`src/rtl/div_arb_pkg.sv`:
```
`default_nettype none
// ============================================================================
// Module      : div_arb_pkg
// Description : Shared types and helpers for the two-port divider arbiter.
// Revision    : 1.0
// ============================================================================
package div_arb_pkg;

    localparam int DIV_FLAGS_W = 4;

    typedef enum logic [1:0] {
        ST_IDLE  = 2'd0,
        ST_WAIT  = 2'd1,
        ST_DRAIN = 2'd2
    } arb_state_e;

    typedef enum logic {
        OWNER_A = 1'b0,
        OWNER_B = 1'b1
    } owner_e;

    // With both pending, the favoured requester is the one not served last.
    function automatic owner_e rr_pick(
        input logic   a_pend,
        input logic   b_pend,
        input owner_e favour
    );
        if (a_pend && b_pend)
            return favour;
        else if (b_pend)
            return OWNER_B;
        else
            return OWNER_A;
    endfunction

    function automatic owner_e other_owner(input owner_e who);
        return (who == OWNER_A) ? OWNER_B : OWNER_A;
    endfunction

endpackage
`default_nettype wire

```
`src/rtl/div_req_slot.sv`:
```
`default_nettype none
// ============================================================================
// Module      : div_req_slot
// Description : Per-requester holding register: pending flag plus operands.
// Revision    : 1.0
// ============================================================================
module div_req_slot
    import div_arb_pkg::*;
#(
    parameter int BW = 32
) (
    input  logic          i_clk,
    input  logic          i_reset,
    input  logic          i_wr,
    input  logic          i_clear,
    input  logic          i_signed,
    input  logic [BW-1:0] i_numerator,
    input  logic [BW-1:0] i_denominator,
    output logic          o_busy,
    output logic          o_signed,
    output logic [BW-1:0] o_numerator,
    output logic [BW-1:0] o_denominator
);

    logic          r_pend;
    logic          r_signed;
    logic [BW-1:0] r_numerator;
    logic [BW-1:0] r_denominator;

    // Operands only load while idle, so they stay stable for the whole issue.
    always_ff @(posedge i_clk) begin
        if (i_reset) begin
            r_pend        <= 1'b0;
            r_signed      <= 1'b0;
            r_numerator   <= '0;
            r_denominator <= '0;
        end else if (i_wr && !r_pend) begin
            r_pend        <= 1'b1;
            r_signed      <= i_signed;
            r_numerator   <= i_numerator;
            r_denominator <= i_denominator;
        end else if (i_clear) begin
            r_pend        <= 1'b0;
        end
    end

    assign o_busy        = r_pend;
    assign o_signed      = r_signed;
    assign o_numerator   = r_numerator;
    assign o_denominator = r_denominator;

endmodule
`default_nettype wire

```
`src/rtl/div_arbiter.sv`:
```
`default_nettype none
// ============================================================================
// Module      : div_arbiter
// Description : Round-robin sharing of one divide unit between two requesters.
// Revision    : 1.0
// ============================================================================
module div_arbiter
    import div_arb_pkg::*;
#(
    parameter int BW      = 32,
    parameter int TIMEOUT = 64,
    parameter int LGTO    = 7
) (
    input  logic                   i_clk,
    input  logic                   i_reset,
    input  logic                   i_a_wr,
    input  logic                   i_a_signed,
    input  logic [BW-1:0]          i_a_numerator,
    input  logic [BW-1:0]          i_a_denominator,
    output logic                   o_a_busy,
    output logic                   o_a_valid,
    output logic                   o_a_err,
    output logic [BW-1:0]          o_a_quotient,
    output logic [DIV_FLAGS_W-1:0] o_a_flags,
    input  logic                   i_b_wr,
    input  logic                   i_b_signed,
    input  logic [BW-1:0]          i_b_numerator,
    input  logic [BW-1:0]          i_b_denominator,
    output logic                   o_b_busy,
    output logic                   o_b_valid,
    output logic                   o_b_err,
    output logic [BW-1:0]          o_b_quotient,
    output logic [DIV_FLAGS_W-1:0] o_b_flags,
    output logic                   o_div_wr,
    output logic                   o_div_signed,
    output logic [BW-1:0]          o_div_numerator,
    output logic [BW-1:0]          o_div_denominator,
    input  logic                   i_div_busy,
    input  logic                   i_div_valid,
    input  logic                   i_div_err,
    input  logic [BW-1:0]          i_div_quotient,
    input  logic [DIV_FLAGS_W-1:0] i_div_flags
);

    localparam logic [LGTO-1:0] c_timeout = LGTO'(TIMEOUT);

    arb_state_e             r_state;
    owner_e                 r_owner;
    owner_e                 r_favour;
    logic [LGTO-1:0]        r_cnt;
    logic                   r_div_wr;
    logic                   r_div_signed;
    logic [BW-1:0]          r_div_numerator;
    logic [BW-1:0]          r_div_denominator;
    logic                   r_a_valid;
    logic                   r_a_err;
    logic [BW-1:0]          r_a_quotient;
    logic [DIV_FLAGS_W-1:0] r_a_flags;
    logic                   r_b_valid;
    logic                   r_b_err;
    logic [BW-1:0]          r_b_quotient;
    logic [DIV_FLAGS_W-1:0] r_b_flags;

    logic                   w_a_signed;
    logic [BW-1:0]          w_a_numerator;
    logic [BW-1:0]          w_a_denominator;
    logic                   w_b_signed;
    logic [BW-1:0]          w_b_numerator;
    logic [BW-1:0]          w_b_denominator;
    logic                   w_done;
    logic                   w_timeout;
    logic                   w_finish;
    logic                   w_a_clear;
    logic                   w_b_clear;
    owner_e                 w_grant;

    assign w_done    = (r_state == ST_WAIT) && i_div_valid;
    assign w_timeout = (TIMEOUT != 0) && (r_state == ST_WAIT) && !i_div_valid
                       && (r_cnt == c_timeout);
    assign w_finish  = w_done || w_timeout;
    assign w_a_clear = w_finish && (r_owner == OWNER_A);
    assign w_b_clear = w_finish && (r_owner == OWNER_B);
    assign w_grant   = rr_pick(o_a_busy, o_b_busy, r_favour);

    div_req_slot #(.BW(BW)) u_slot_a (
        .i_clk         (i_clk),
        .i_reset       (i_reset),
        .i_wr          (i_a_wr),
        .i_clear       (w_a_clear),
        .i_signed      (i_a_signed),
        .i_numerator   (i_a_numerator),
        .i_denominator (i_a_denominator),
        .o_busy        (o_a_busy),
        .o_signed      (w_a_signed),
        .o_numerator   (w_a_numerator),
        .o_denominator (w_a_denominator)
    );

    div_req_slot #(.BW(BW)) u_slot_b (
        .i_clk         (i_clk),
        .i_reset       (i_reset),
        .i_wr          (i_b_wr),
        .i_clear       (w_b_clear),
        .i_signed      (i_b_signed),
        .i_numerator   (i_b_numerator),
        .i_denominator (i_b_denominator),
        .o_busy        (o_b_busy),
        .o_signed      (w_b_signed),
        .o_numerator   (w_b_numerator),
        .o_denominator (w_b_denominator)
    );

    always_ff @(posedge i_clk) begin
        if (i_reset) begin
            r_state           <= ST_IDLE;
            r_owner           <= OWNER_A;
            r_favour          <= OWNER_A;
            r_cnt             <= '0;
            r_div_wr          <= 1'b0;
            r_div_signed      <= 1'b0;
            r_div_numerator   <= '0;
            r_div_denominator <= '0;
            r_a_valid         <= 1'b0;
            r_a_err           <= 1'b0;
            r_a_quotient      <= '0;
            r_a_flags         <= '0;
            r_b_valid         <= 1'b0;
            r_b_err           <= 1'b0;
            r_b_quotient      <= '0;
            r_b_flags         <= '0;
        end else begin
            r_div_wr  <= 1'b0;
            r_a_valid <= 1'b0;
            r_b_valid <= 1'b0;
            case (r_state)
                ST_IDLE: begin
                    if ((o_a_busy || o_b_busy) && !i_div_busy) begin
                        r_div_wr <= 1'b1;
                        r_owner  <= w_grant;
                        r_cnt    <= '0;
                        r_state  <= ST_WAIT;
                        if (w_grant == OWNER_B) begin
                            r_div_signed      <= w_b_signed;
                            r_div_numerator   <= w_b_numerator;
                            r_div_denominator <= w_b_denominator;
                        end else begin
                            r_div_signed      <= w_a_signed;
                            r_div_numerator   <= w_a_numerator;
                            r_div_denominator <= w_a_denominator;
                        end
                    end
                end
                ST_WAIT: begin
                    r_cnt <= r_cnt + LGTO'(1);
                    if (w_finish) begin
                        r_favour <= other_owner(r_owner);
                        r_state  <= w_done ? ST_IDLE : ST_DRAIN;
                        // A timeout reports an error with a zeroed result.
                        if (r_owner == OWNER_A) begin
                            r_a_valid    <= 1'b1;
                            r_a_err      <= w_done ? i_div_err : 1'b1;
                            r_a_quotient <= w_done ? i_div_quotient : '0;
                            r_a_flags    <= w_done ? i_div_flags : '0;
                        end else begin
                            r_b_valid    <= 1'b1;
                            r_b_err      <= w_done ? i_div_err : 1'b1;
                            r_b_quotient <= w_done ? i_div_quotient : '0;
                            r_b_flags    <= w_done ? i_div_flags : '0;
                        end
                    end
                end
                ST_DRAIN: begin
                    // Swallow the late result of the abandoned operation.
                    if (!i_div_busy && !i_div_valid)
                        r_state <= ST_IDLE;
                end
                default: r_state <= ST_IDLE;
            endcase
        end
    end

    assign o_div_wr          = r_div_wr;
    assign o_div_signed      = r_div_signed;
    assign o_div_numerator   = r_div_numerator;
    assign o_div_denominator = r_div_denominator;
    assign o_a_valid         = r_a_valid;
    assign o_a_err           = r_a_err;
    assign o_a_quotient      = r_a_quotient;
    assign o_a_flags         = r_a_flags;
    assign o_b_valid         = r_b_valid;
    assign o_b_err           = r_b_err;
    assign o_b_quotient      = r_b_quotient;
    assign o_b_flags         = r_b_flags;

endmodule
`default_nettype wire

```
`config.mk`:
```
export PLATFORM = sky130hd
export DESIGN_NAME = div_arbiter
export DESIGN_NICKNAME = d
export VERILOG_FILES = /design/src/rtl/div_arb_pkg.sv /design/src/rtl/div_req_slot.sv /design/src/rtl/div_arbiter.sv
export SDC_FILE = /design/constraint.sdc
export NUM_CORES = 1
export LEC_CHECK = 0
export ABC_CLOCK_PERIOD_IN_PS = 3500
export BUFFER_PORTS_ARGS = -buffer_cell sky130_fd_sc_hd__buf_4
export CORE_MARGIN = 2
export CORE_UTILIZATION = 58
export CTS_BUF_LIST = sky130_fd_sc_hd__clkbuf_4 sky130_fd_sc_hd__clkbuf_8
export CTS_CLUSTER_SIZE = 30
export DETAILED_ROUTE_END_ITERATION = 10
export GPL_ROUTABILITY_DRIVEN = 0
export PLACE_DENSITY_LB_ADDON = 0.05
export REMOVE_ABC_BUFFERS = 1
export SLEW_MARGIN = 15
export SYNTH_ARGS = -nofsm -noshare
export SYNTH_HDL_FRONTEND = slang
export SYNTH_SLANG_ARGS = --single-unit
```
`constraint.sdc`:
```
create_clock -name i_clk -period 3.5 [get_ports i_clk]
set_input_delay 0.7 -clock i_clk [delete_from_list [all_inputs] [get_ports i_clk]]
set_output_delay 0.7 -clock i_clk [all_outputs]
set_load 0.1 [all_outputs]
```
# Yosys cells after proc, flatten, opt, wreduce, memory -nomap -nowiden
# Index checks and enable logic that the tools add are counted.
# classes
bitwise_logic	4
n_eq_ne	6
reduce_logical	28
add_sub_neg	1
n_mux	22
# ops
operator	count
$mux W32	3
$pmux W7 S2	1
$mux W1	11
$logic_and A1 B1 Y1	10
$reduce_and A3 Y1	3
$mux W2	4
$add A7 B1 Y7 const B	1
$eq A7 B7 Y1 const B	1
$mux W7	1
$ne A2 B2 Y1 const B	3
$pmux W2 S3	1
$reduce_and A2 Y1	3
$reduce_bool A2 Y1	3
$logic_not A1 Y1	4
$mux W4	1
$not A1 Y1	4
$reduce_or A3 Y1	1
$eq A2 B1 Y1 const B	1
$eq A2 B2 Y1 const B	1
$logic_not A2 Y1	1
$logic_or A1 B1 Y1	2
$reduce_or A2 Y1	1
# totals
inputBits	173
output_inout_bits	144
ff_bits	285

# Logic depth before layout (Yosys ltp)
# Gate-level depths: netlist of run 1.
# logic_depth
word_depth	7
ltp_mapped	8
mapped_depth_nobuf	5

# Modules after synthesis
# A second synthesis of run 1 with hierarchy kept.
# unflattened
cells_unflattened	1499
area_unflattened_um2	13335.3
# modules_own_cells
module	cells_per_inst	instances	area_each_um2	seq_area_each_um2
div_arbiter	901	1	7349.5	3062.9
div_req_slot	299	2	2992.9	1321.3

# Worst setup path before layout of run 1
# No wires, ideal clock.
# synth_timing
kind	register -> register
start	register u_slot_b.r_pend (netlist: u_slot_b.o_busy)
end	register r_div_denominator[10] (netlist: o_div_denominator[10])
n_path_buf	3
setup_time_ns	0.091
synth_period_minus_slack_ns	2.138
required_ns	3.409
stages_incl_launch_ff	7
arrival_time_ns	2.047
setup_slack_ns	1.362
cell_sequence	dfxtp_1 buf_2 or2_2 buf_2 buf_2 a21oi_1 a311oi_1
# synth_between
elab_chain_cells	3
# synth_rtl
element	line	rtl
from (decl)	div_req_slot.sv:25	logic r_pend;
from (signal assigned)	div_req_slot.sv:33	r_pend <= 1'b0;
from (signal assigned)	div_req_slot.sv:38	r_pend <= 1'b1;
from (signal assigned)	div_req_slot.sv:43	r_pend <= 1'b0;
$mux W1 (tied with other cells)	div_arb_pkg.sv:30	else if (b_pend)
$mux W1 or $logic_and A1 B1 Y1 (tied branches)	div_arb_pkg.sv:28, div_arbiter.sv:137	
$mux W32 or $reduce_and A2 Y1 (tied branches)	--	
to (signal assigned)	div_arbiter.sv:145	r_div_denominator <= w_b_denominator;
to (signal assigned)	div_arbiter.sv:149	r_div_denominator <= w_a_denominator;
to (decl)	div_arbiter.sv:54	logic [BW-1:0] r_div_denominator;
# Several ways; a longest one is shown, not always the timed one.
# A chain may end at the register's enable or synchronous reset.

# Final worst setup path of run 1
# layout_timing
start	register u_slot_b.r_pend (netlist: u_slot_b.o_busy)
end	register r_div_numerator[21] (netlist: o_div_numerator[21])
# layout_between
elab_chain_cells	3
# layout_rtl
element	line	rtl
$mux W1 (tied with other cells)	div_arb_pkg.sv:30	
$mux W1 or $logic_and A1 B1 Y1 (tied branches)	div_arb_pkg.sv:28, div_arbiter.sv:137	
$mux W32 or $reduce_and A2 Y1 (tied branches)	--	
to (signal assigned)	div_arbiter.sv:144	r_div_numerator <= w_b_numerator;
to (signal assigned)	div_arbiter.sv:148	r_div_numerator <= w_a_numerator;
to (decl)	div_arbiter.sv:53	logic [BW-1:0] r_div_numerator;
# Several ways; a longest one is shown, not always the timed one.

==> results.md, run 1 <==
* Worst slack, placed at 908 ps
* DRT Pass-1 Iters at 5
* Post-synth cell types at 45
* Register-to-register setup slack at 1000 ps
* Period minus WS final at 2500 ps
* DRC viols at 0
* Synth warn at 0
* Final worst slack at 1000 ps
* ANT cells at 0
* CTS tree: yes
* Hold Buf Count CTS at 0
* GRT Total Usage at 0.312
* Sw power at 0.00249 W
* Layout cells sized above 1 at 0.272
* Critical Path RT at 3930 ps
* Slew Viols, Final at 0
* Number of global-route vias before repair at 10600
* Peak fanout along the critical path at 37
* CP endpoint kind: flop
* Reg2reg start: u_slot_b.o_busy$_SDFFE_PP0P_
* Worst-Margin Slew at 1190 ps
* Area of the core at 19500 sq um
* Max-cap viol count at 0
* M1 WL at 14100 um
* Syn avg cell area at 8.59 sq um
* Cts repair resizes at 0
* Worst Hold Path Cells at 3
* Max clock buf depth at 3
* Post-synth EDFFs at 0
* Critical path startpoint category: flop
* Initial Utilization at 0.590
* Nets at 1752
* Leak at 5.61 nW
* Power Internal at 0.00545 W
* RSZ-0062 raised after global routing: false
* Setup Buffers After CTS at 0
* 1st-iter DRT viols at 1056
* Pwr Density at 541 nW/um^2
* Tcrit/Tclk final at 0.713
* Register area share after synthesis at 0.497
* RR Endpoint: o_div_numerator[21]$_SDFFE_PP0P_
* Initial antenna violation count at 0
* Crit path max-delay family: simple AND/OR/NAND/NOR gates
* Hold slack at 404 ps
* Hold_sp: i_a_numerator[5]
* H-tree lvl count at 2
* Fin. Hold Viols at 0
* Met3 WL at 2960 um
* # clock sinks at 285
* Gr ovfl total at 0
* Switching fraction of total power at 0.313
* Post-route ant nets at 0
* Logic pwr share at 0.199
* Hold/Removal Path Class: in -> reg
* Setup Skew at 23.8 ps
* Drt total wl at 34800 um
* CTS root buffer: clkbuf_8
* Io pins at 317
* Via count at 11300
* Final core area utilization at 0.754
* Die ar. at 20900 sq um
* Vias per Instance at 6.03
* Die height at 145 um
* Number of buffers created by CTS at 45
* First-pass GRT wire length at 53100 um
* R2r worst-path depth at 4
* DR WL met2 at 16400 um
* Mapped Area at 11500 sq um
* Worst path slowest cell: or2_2
* Count of state elements after synthesis at 285
* Hold Path End: u_slot_a.o_numerator[5]$_SDFFE_PP0P_
* VDD IR max at 318 uV
* Sequential power share at 0.444
* Post-synth ARST share at 0
* Row count at 51
* IO Port Bufs at 316
* Pin count of the biggest net entering global routing at 144
* Routed WL per cell at 18.6 um
* Largest incremental delay on the critical path at 850 ps
* Most used DFF post-synth: dfxtp_1
* Post-Syn Instances at 1336
* Worst-skew pair later-pin latency at 540 ps
* Reg clk slew, reported paths at 60 ps
* Status: completed
* CP arrival at 2920 ps
* Die W at 145 um
* Max Clock Freq at 400 MHz
* CP Class: reg -> reg
* Top sig layer: met4
* Area delta synth->final at 27.9%
* Final setup vio count at 0
* Clock share of power at 0.357
* Buf/Inv on CP at 1
* DP HPWL at 21100 um
* Slew HR at 0.204
* Worst path cell trace: or2_2 > buf_4 > a21oi_1 > a311oi_1
-- Yosys cell counts (2+ instances only) --
master	n	share of area
or3_1	3	0.0016
o21ai_1	8	0.0035
or4_1	2	0.0013
o221ai_1	2	0.0015
buf_4	12	0.0079
nand4b_1	2	0.0015
and4_1	2	0.0015
a311oi_2	11	0.014
nor2_1	6	0.0020
a21oi_1	272	0.12
a311oi_1	130	0.099
buf_2	43	0.019
o31ai_1	3	0.0020
nand2_1	302	0.099
buf_1	20	0.0065
dfxtp_1	285	0.50
nand3_1	3	0.0013
ha_1	2	0.0022
and3b_1	2	0.0015
nand3b_1	66	0.043
o21ai_0	60	0.026
clkbuf_1	59	0.019
inv_1	5	0.0016
o21ba_1	2	0.0017
a211oi_1	3	0.0020
nand2b_1	3	0.0016
o211ai_1	2	0.0013
nor2b_1	3	0.0016
buf_6	7	0.0069
-- final cells by class --
type                       instances  area (sq um)
clock buffer                      72           891
sequential                       285          5710
timing repair buffer             336          2620
fill                            1501          4780
clock inverter                     4          22.5
tap                              265           332
inverter                           6          22.5
multi-input combinational        903          5090
-- power by group through the flow --
| stage | Sequential [W] | Combinational, W | Clock, W |
|---|---|---|---|
| CTS | 0.00353 | 0.00157 | 0.00286 |
| detailed placement | 0.00359 | 0.00157 | 0 |
| finish | 0.00353 | 0.00158 | 0.00284 |
| global route | 0.00354 | 0.00166 | 0.00301 |
| floorplan | 0.00416 | 0.000419 | 0 |
| global placement | 0.00359 | 0.00155 | 0 |
-- logic make-up (layout without fill, tap and decap cells) --
family,after synthesis,after routing,share of synthesized area
buffers and inverters,148,418,0.0626
AND/OR/NAND/NOR,404,404,0.165
AO/OA/AOI/OAI,497,497,0.273
flip-flops,285,285,0.497
adder cells (fa/ha/maj),2,2,0.00218
-- tightest hold or removal path: cells and delay by family --
family,cells,cell delay [ps]
buf+inv,1,110
simple gates,1,40
compound gates,1,50
-- placed cells by master (no fill, tap or decap), types with 3 or more instances in the layout --
cell,instances
a311oi_2,11
nand3b_1,66
nor2_1,6
or3_1,3
nand2_1,302
a211oi_1,3
buf_4,328
a21oi_1,272
clkinv_2,3
clkbuf_4,16
o31ai_1,3
o21ai_1,8
inv_1,5
nand3_1,3
buf_12,7
clkbuf_8,57
o21ai_0,60
dfxtp_1,284
a311oi_1,130
-- per-layer routing --
layer,vias to the layer above,global-route usage
met1,5332,0.417
met3,95,0.0556
met4,0,0.130
li1,5286,-
met5,-,0
met2,567,0.501
-- how the worst max path moves through the flow --
| stage | cells after the start | end | slack [ps] | from |
|---|---|---|---|---|
| finish | 4 | o_div_numerator[21]$_SDFFE_PP0P_ | 1000 | u_slot_b.o_busy$_SDFFE_PP0P_ |
| global route | 4 | o_div_denominator[7]$_SDFFE_PP0P_ | 910 | u_slot_b.o_busy$_SDFFE_PP0P_ |
| CTS | 4 | o_div_numerator[27]$_SDFFE_PP0P_ | 1060 | u_slot_b.o_busy$_SDFFE_PP0P_ |
| detailed placement | 4 | o_a_flags[1]$_SDFFE_PP0P_ | 910 | i_div_valid |
| global placement | 4 | o_a_quotient[4]$_SDFFE_PP0P_ | 990 | i_div_valid |
| floorplan | 3 | o_div_denominator[0]$_SDFFE_PP0P_ | -650 | u_slot_b.o_busy$_SDFFE_PP0P_ |
-- flip-flops by register name, indices dropped and copies added (netlist names), 2 cells and up --
register and cells:
r_state 2, o_div_numerator 32, o_a_quotient 32, u_slot_a.o_numerator 32, u_slot_a.o_denominator 32, u_slot_b.o_numerator 32, o_b_quotient 32, o_a_flags 4
u_slot_b.o_denominator 32, o_b_flags 4, r_cnt 7, o_div_denominator 32
-- stage by stage --
step	TNS (ps)	cell area [sq um]	std cells	power, W
2_1_floorplan	-84770	10800	1194	0.00458
3_3_place_gp	0	13800	1795	0.00514
3_5_place_dp	0	13800	1795	0.00516
4_1_cts	0	14700	1871	0.00795
5_1_grt	0	14700	1871	0.00821
6_report	0	14700	1871	0.00795
Note: power is estimated with default switching activity, not from simulation.
==> inputs of run 2 (changes only) <==
Settings changed: ABC_CLOCK_PERIOD_IN_PS 3500 to 2000, CORE_UTILIZATION 58 to 49.
Clock period 3.5 ns to 2 ns, I/O delays scaled along.
==> results.md, run 2 (same netlist as run 1, synthesis figures left out) <==
* CTS root buffer: clkbuf_8 (unchanged)
* Setup Skew at 12.9 ps (was 23.8 ps)
* Period minus WS final at 1910 ps
* Hold Buf Count CTS at 0 (unchanged)
* Final core area utilization at 0.660 (was 0.754)
* Number of fill cells at 2019 (was 1501)
* Worst-Margin Slew at 612 ps (was 1190 ps)
* Leak at 5.78 nW (was 5.61 nW)
* H-tree lvl count at 2 (unchanged)
* Row count at 55 (was 51)
* Gr ovfl total at 0 (unchanged)
* Largest incremental delay on the critical path at 460 ps (was 850 ps)
* Tcrit/Tclk final at 0.956
* Commonest non-fill, non-tap cell in the layout: buf_4 (unchanged)
* Initial Utilization at 0.502 (was 0.590)
* First-pass GRT wire length at 54200 um (was 53100 um)
* ANT cells at 0 (unchanged)
* Hold/Removal Path Class: in -> reg (unchanged)
* Routed WL per cell at 18.4 um (was 18.6 um)
* Worst Hold Path Cells at 3 (unchanged)
* Max clock buf depth at 3 (unchanged)
* Most frequent cells in the layout: 333 x buf_4, 302 x nand2_1, 284 x dfxtp_1 (was 328 x buf_4, 302 x nand2_1, 284 x dfxtp_1)
* # clock sinks at 285 (unchanged)
* Critical path startpoint category: flop (unchanged)
* Die ar. at 24700 sq um (was 20900 sq um)
* Hold_sp: i_b_numerator[10] (was i_a_numerator[5])
* Max-cap viol count at 0 (unchanged)
* VDD IR max at 498 uV (was 318 uV)
* Number of buffers created by CTS at 47 (was 45)
* Hold Path End: u_slot_b.o_numerator[10]$_SDFFE_PP0P_ (was u_slot_a.o_numerator[5]$_SDFFE_PP0P_)
* Reg2reg start: u_slot_a.o_busy$_SDFFE_PP0P_ (was u_slot_b.o_busy$_SDFFE_PP0P_)
* Drt total wl at 35700 um (was 34800 um)
* Nets at 1768 (was 1752)
* Layout cells sized above 1 at 0.283 (was 0.272)
* Setup TNS at 0 ps (unchanged)
* Area delta synth->final at 31.5% (was 27.9%)
* Worst path cell trace: buf_4 > buf_6 (was or2_2 > buf_4 > a21oi_1 > a311oi_1)
* R2r worst-path depth at 4 (unchanged)
* CP Class: reg -> out (was reg -> reg)
* CP arrival at 1510 ps (was 2920 ps)
* Slew HR at 0.591 (was 0.204)
* Post-route ant nets at 0 (unchanged)
* DRC viols at 0 (unchanged)
* Status: completed (unchanged)
* Vias per Instance at 5.72 (was 6.03)
* Area of the core at 22800 sq um (was 19500 sq um)
* GRT Total Usage at 0.274 (was 0.312)
* Reg clk slew, reported paths at 70 ps (was 60 ps)
* DP HPWL at 21800 um (was 21100 um)
* Worst path slowest cell: dfxtp_4 (was or2_2)
* Number of global-route vias before repair at 10400 (was 10600)
* Via count at 11100 (was 11300)
* Final setup vio count at 0 (unchanged)
* Critical Path RT at 1600 ps (was 3930 ps)
* 1st-iter DRT viols at 774 (was 1056)
* CTS tree: yes (unchanged)
* IO Port Bufs at 316 (unchanged)
* Register-to-register setup slack at 250 ps (was 1000 ps)
* Initial antenna violation count at 1 (was 0)
* CP endpoint kind: primary output (was flop)
* Die W at 157 um (was 145 um)
* Pin count of the biggest net entering global routing at 80 (was 144)
* Worst-skew pair later-pin latency at 540 ps (about the same)
* Slew Viols, Final at 0 (unchanged)
* Die height at 157 um (was 145 um)
* DRT Pass-1 Iters at 5 (unchanged)
* Peak fanout along the critical path at 15 (was 37)
* RSZ-0062 raised after global routing: false (unchanged)
* Io pins at 317 (unchanged)
* RR Endpoint: o_div_denominator[30]$_SDFFE_PP0P_ (was o_div_numerator[21]$_SDFFE_PP0P_)
* Fin. Hold Viols at 0 (unchanged)
* Max Clock Freq at 523 MHz
* Pwr Density at 963 nW/um^2 (was 541 nW/um^2)
## run 2: how the worst max path moves through the flow
stage,from,to,cells past startpoint,slack [ps]
global route,u_slot_b.o_busy$_SDFFE_PP0P_,o_b_busy,2,30
floorplan,u_slot_b.o_busy$_SDFFE_PP0P_,o_div_denominator[0]$_SDFFE_PP0P_,3,-2150
detailed placement,i_div_busy,o_div_numerator[4]$_SDFFE_PP0P_,5,270
finish,u_slot_b.o_busy$_SDFFE_PP0P_,o_b_busy,2,90
global placement,i_div_busy,o_div_denominator[30]$_SDFFE_PP0P_,5,310
CTS,u_slot_b.o_busy$_SDFFE_PP0P_,o_b_busy,2,60
## run 2: where the power goes
group          internal [W]  switching [W]
Sequential          0.00598       0.000177
Combinational      0.000809        0.00202
Clock               0.00329        0.00226
## run 2: metrics by stage
step / instances / hold WS [ps] / setup WS [ps] / area [sq um] / total power (W)
floorplan: 1194 / 427 / -2150 / 10800 / 0.00802
global placement: 1857 / 439 / 310 / 14000 / 0.00906
detailed placement: 1857 / 443 / 273 / 14000 / 0.00910
CTS: 1943 / 73.8 / 56.0 / 15100 / 0.0146
global route: 1943 / 82.6 / 32.1 / 15100 / 0.0151
finish: 1943 / 92.8 / 87.1 / 15100 / 0.0145
## run 2: cell type report
type	instances	area [sq um]	area share
timing repair buffer	350	2830	0.187
sequential	285	5710	0.378
clock buffer	85	1020	0.0676
tap	313	392	0.0260
multi-input combinational	903	5090	0.337
inverter	6	22.5	0.00149
clock inverter	1	30.0	0.00199
## run 2: routing by layer
metal,share of wire,vias to the layer above,track usage
met1,0.42,5285,0.362
li1,-,5343,-
met2,0.48,417,0.450
met4,0.030,2,0.0957
met3,0.073,67,0.0493
met5,0.00045,-,0
## run 2: timing repair
action,4_1_cts,5_1_grt
resized for setup,2,0
buffers inserted,0,0
endpoints found under the hold margin,0,0
setup endpoints to repair,1,0
## run 2: worst max-delay path: cells and delay by family (launching register included)
family	cells	cell delay, ps
buffers and inverters	2	500
DFF	1	460
==> inputs of run 3 (changes only) <==
Settings changed: ABC_AREA set to 1.
==> results.md, run 3 <==
* DRT Pass-1 Iters at 5 (unchanged)
* Worst-Margin Slew at 873 ps (was 612 ps)
* R2r worst-path depth at 10 (was 4)
* Peak fanout along the critical path at 4 (was 15)
* Slew HR at 0.418 (was 0.591)
* Most used DFF post-synth: dfxtp_1 (unchanged)
* Levels on crit path at 1 (was 2)
* Most frequent cells in the layout: 325 x buf_4, 291 x nand2_1, 287 x nor2_1 (was 333 x buf_4, 302 x nand2_1, 284 x dfxtp_1)
* 1st-iter DRT viols at 544 (was 774)
* Drt total wl at 32100 um (was 35700 um)
* Commonest non-fill, non-tap cell in the layout: buf_4 (unchanged)
* Max clock buf depth at 3 (unchanged)
* Register area share after synthesis at 0.511 (was 0.497)
* Die height at 155 um (was 157 um)
* Post-route ant nets at 0 (unchanged)
* Most frequent cells after synthesis: 293 x nand2_1, 287 x nor2_1, 285 x dfxtp_1 (was 302 x nand2_1, 285 x dfxtp_1, 272 x a21oi_1)
* Max-cap viol count at 0 (unchanged)
* Reg clk slew, reported paths at 60 ps (was 70 ps)
* Io pins at 317 (unchanged)
* Critical path startpoint category: flop (unchanged)
* Post-Syn Instances at 1491 (was 1336)
* Post-Layout Cell Count at 2084 (was 1943)
* IO Port Bufs at 316 (unchanged)
* Most frequent cell after synthesis: nand2_1 (unchanged)
* Reg area at 5710 sq um (about the same)
* Worst-skew pair later-pin latency at 550 ps (was 540 ps)
* RSZ-0062 raised after global routing: false (unchanged)
* CP Class: reg -> out (unchanged)
* Top cells by area, synth: dfxtp_1 51%, nand2_1 9.8%, nor2_1 9.6%, o21ai_0 6.2%, o211ai_1 4.5% (was dfxtp_1 50%, a21oi_1 12%, a311oi_1 9.9%, nand2_1 9.9%, nand3b_1 4.3%)
* Largest incremental delay on the critical path at 430 ps (was 460 ps)
* Hold Buf Count CTS at 0 (unchanged)
* Area delta synth->final at 30.8% (was 31.5%)
* Tcrit/Tclk final at 0.860 (was 0.956)
* Top sig layer: met4 (was met5)
* Met3 WL at 2980 um (was 2600 um)
* Overall power at 0.0143 W (was 0.0145 W)
* CP endpoint kind: primary output (unchanged)
* Die ar. at 24000 sq um (was 24700 sq um)
* Period minus WS final at 1720 ps (was 1910 ps)
* Area of the core at 22500 sq um (was 22800 sq um)
* Setup Buffers After CTS at 0 (unchanged)
* Mapped Area at 11200 sq um (was 11500 sq um)
* Worst Hold Path Cells at 3 (unchanged)
* DR WL met2 at 14900 um (was 17100 um)
* CTS root buffer: clkbuf_8 (unchanged)
* Row count at 55 (unchanged)
* # clock sinks at 285 (unchanged)
* GRT Total Usage at 0.262 (was 0.274)
* M1 WL at 13400 um (was 15000 um)
* DRC viols at 0 (unchanged)
* Cts repair resizes at 0 (was 2)
* VDD IR max at 467 uV (was 498 uV)
* Top cell type's share of synthesized area at 0.511 (was 0.497)
* Placed Cells at 2007 (was 1857)
* Initial Utilization at 0.497 (was 0.502)
* Worst path slowest cell: dfxtp_1 (was dfxtp_4)
* Layout cells sized above 1 at 0.259 (was 0.283)
* Crit path max-delay family: flip-flops (was buffers and inverters)
* Status: completed (unchanged)
* ANT cells at 0 (unchanged)
* CTS tree: yes (unchanged)
* Synth area leader: dfxtp_1 (unchanged)
* DP HPWL at 20300 um (was 21800 um)
* Critical Path RT at 1600 ps (about the same)
* Multi-input logic area at 4470 sq um (was 5090 sq um)
* Final setup vio count at 0 (unchanged)
* Max Clock Freq at 581 MHz (was 523 MHz)
* Initial antenna violation count at 0 (was 1)
* H-tree lvl count at 2 (unchanged)
* Nets at 1947 (was 1768)
* Post-synth cell types at 26 (was 45)
* Worst path cell trace: buf_4 (was buf_4 > buf_6)
* Die W at 155 um (was 157 um)
* Leak at 6.70 nW (was 5.78 nW)
* Slew Viols, Final at 0 (unchanged)
* Setup Skew at 12.4 ps (was 12.9 ps)
* Buf/Inv on CP at 1 (was 2)
* Hold slack at 106 ps (was 92.8 ps)
* Number of fill cells at 2069 (was 2019)
* Via count at 10500 (was 11100)
* Gr ovfl total at 0 (unchanged)
* Fin. Hold Viols at 0 (unchanged)
* Number of global-route vias before repair at 10100 (was 10400)
* Count of state elements after synthesis at 285 (unchanged)
* Hold/Removal Path Class: in -> reg (unchanged)
* Post-synth ARST share at 0 (unchanged)
* Pwr Density at 979 nW/um^2 (was 963 nW/um^2)
* Pin count of the biggest net entering global routing at 83 (was 80)
* CP arrival at 1320 ps (was 1510 ps)
* Synth warn at 0 (unchanged)
* First-pass GRT wire length at 51400 um (was 54200 um)
* Syn avg cell area at 7.49 sq um (was 8.59 sq um)
* Post-synth EDFFs at 0 (unchanged)
* Vias per Instance at 5.05 (was 5.72)
* Routed WL per cell at 15.4 um (was 18.4 um)
* Number of buffers created by CTS at 48 (was 47)
[run 3: worst paths after layout]
| kind | startpoint | slack (ps) | end |
|---|---|---|---|
| setup reg to reg | r_cnt[0]$_SDFFE_PP0P_ | 340 | o_a_quotient[30]$_SDFFE_PP0P_ |
| hold reg to reg | o_b_quotient[26]$_SDFFE_PP0P_ | 460 | o_b_quotient[26]$_SDFFE_PP0P_ |
| setup / recovery | u_slot_b.o_busy$_SDFFE_PP0P_ | 280 | o_b_busy |
| hold / removal | i_a_numerator[25] | 110 | u_slot_a.o_numerator[25]$_SDFFE_PP0P_ |
[run 3: per-stage QoR]
stage / setup TNS (ps) / setup slack, ps / instance area [sq um] / util
after floorplan: -290710 / -1660 / 10600 / -
after global placement: 0 / 390 / 13700 / 0.609
after detailed placement: 0 / 363 / 13700 / 0.609
after CTS: 0 / 241 / 14600 / 0.650
after global routing: 0 / 174 / 14600 / 0.650
final: 0 / 280 / 14600 / 0.650
[run 3: where the power goes]
group / total (W) / switching (W) / internal, W / leakage, nW
combinational: 0.00298 / 0.00214 / 0.000834 / 3.86
clock: 0.00506 / 0.00218 / 0.00287 / 0.499
sequential: 0.00628 / 0.000210 / 0.00607 / 2.34
total: 0.0143 / 0.00454 / 0.00978 / 6.70
[run 3: layout make-up]
class,instances,area share
Clock buffer,76,0.0630
Tap cell,285,0.0244
Sequential cell,285,0.390
Clock inverter,1,0.000342
Timing Repair Buffer,338,0.185
Multi-Input combinational cell,977,0.305
Inverter,122,0.0318
[run 3: layer usage]
metal  GRT usage  up-vias
li1            -     5300
met1       0.333     4796
met2       0.426      364
met3      0.0799       63
met4      0.0908        0
met5           0        -
[run 3: logic make-up after synthesis]
family	share of synthesized area
buffers and inverters	0.0908
DFF	0.511
AOI/OAI and AO/OA	0.147
adders and majority gates	0.00224
and+or+nand+nor	0.249
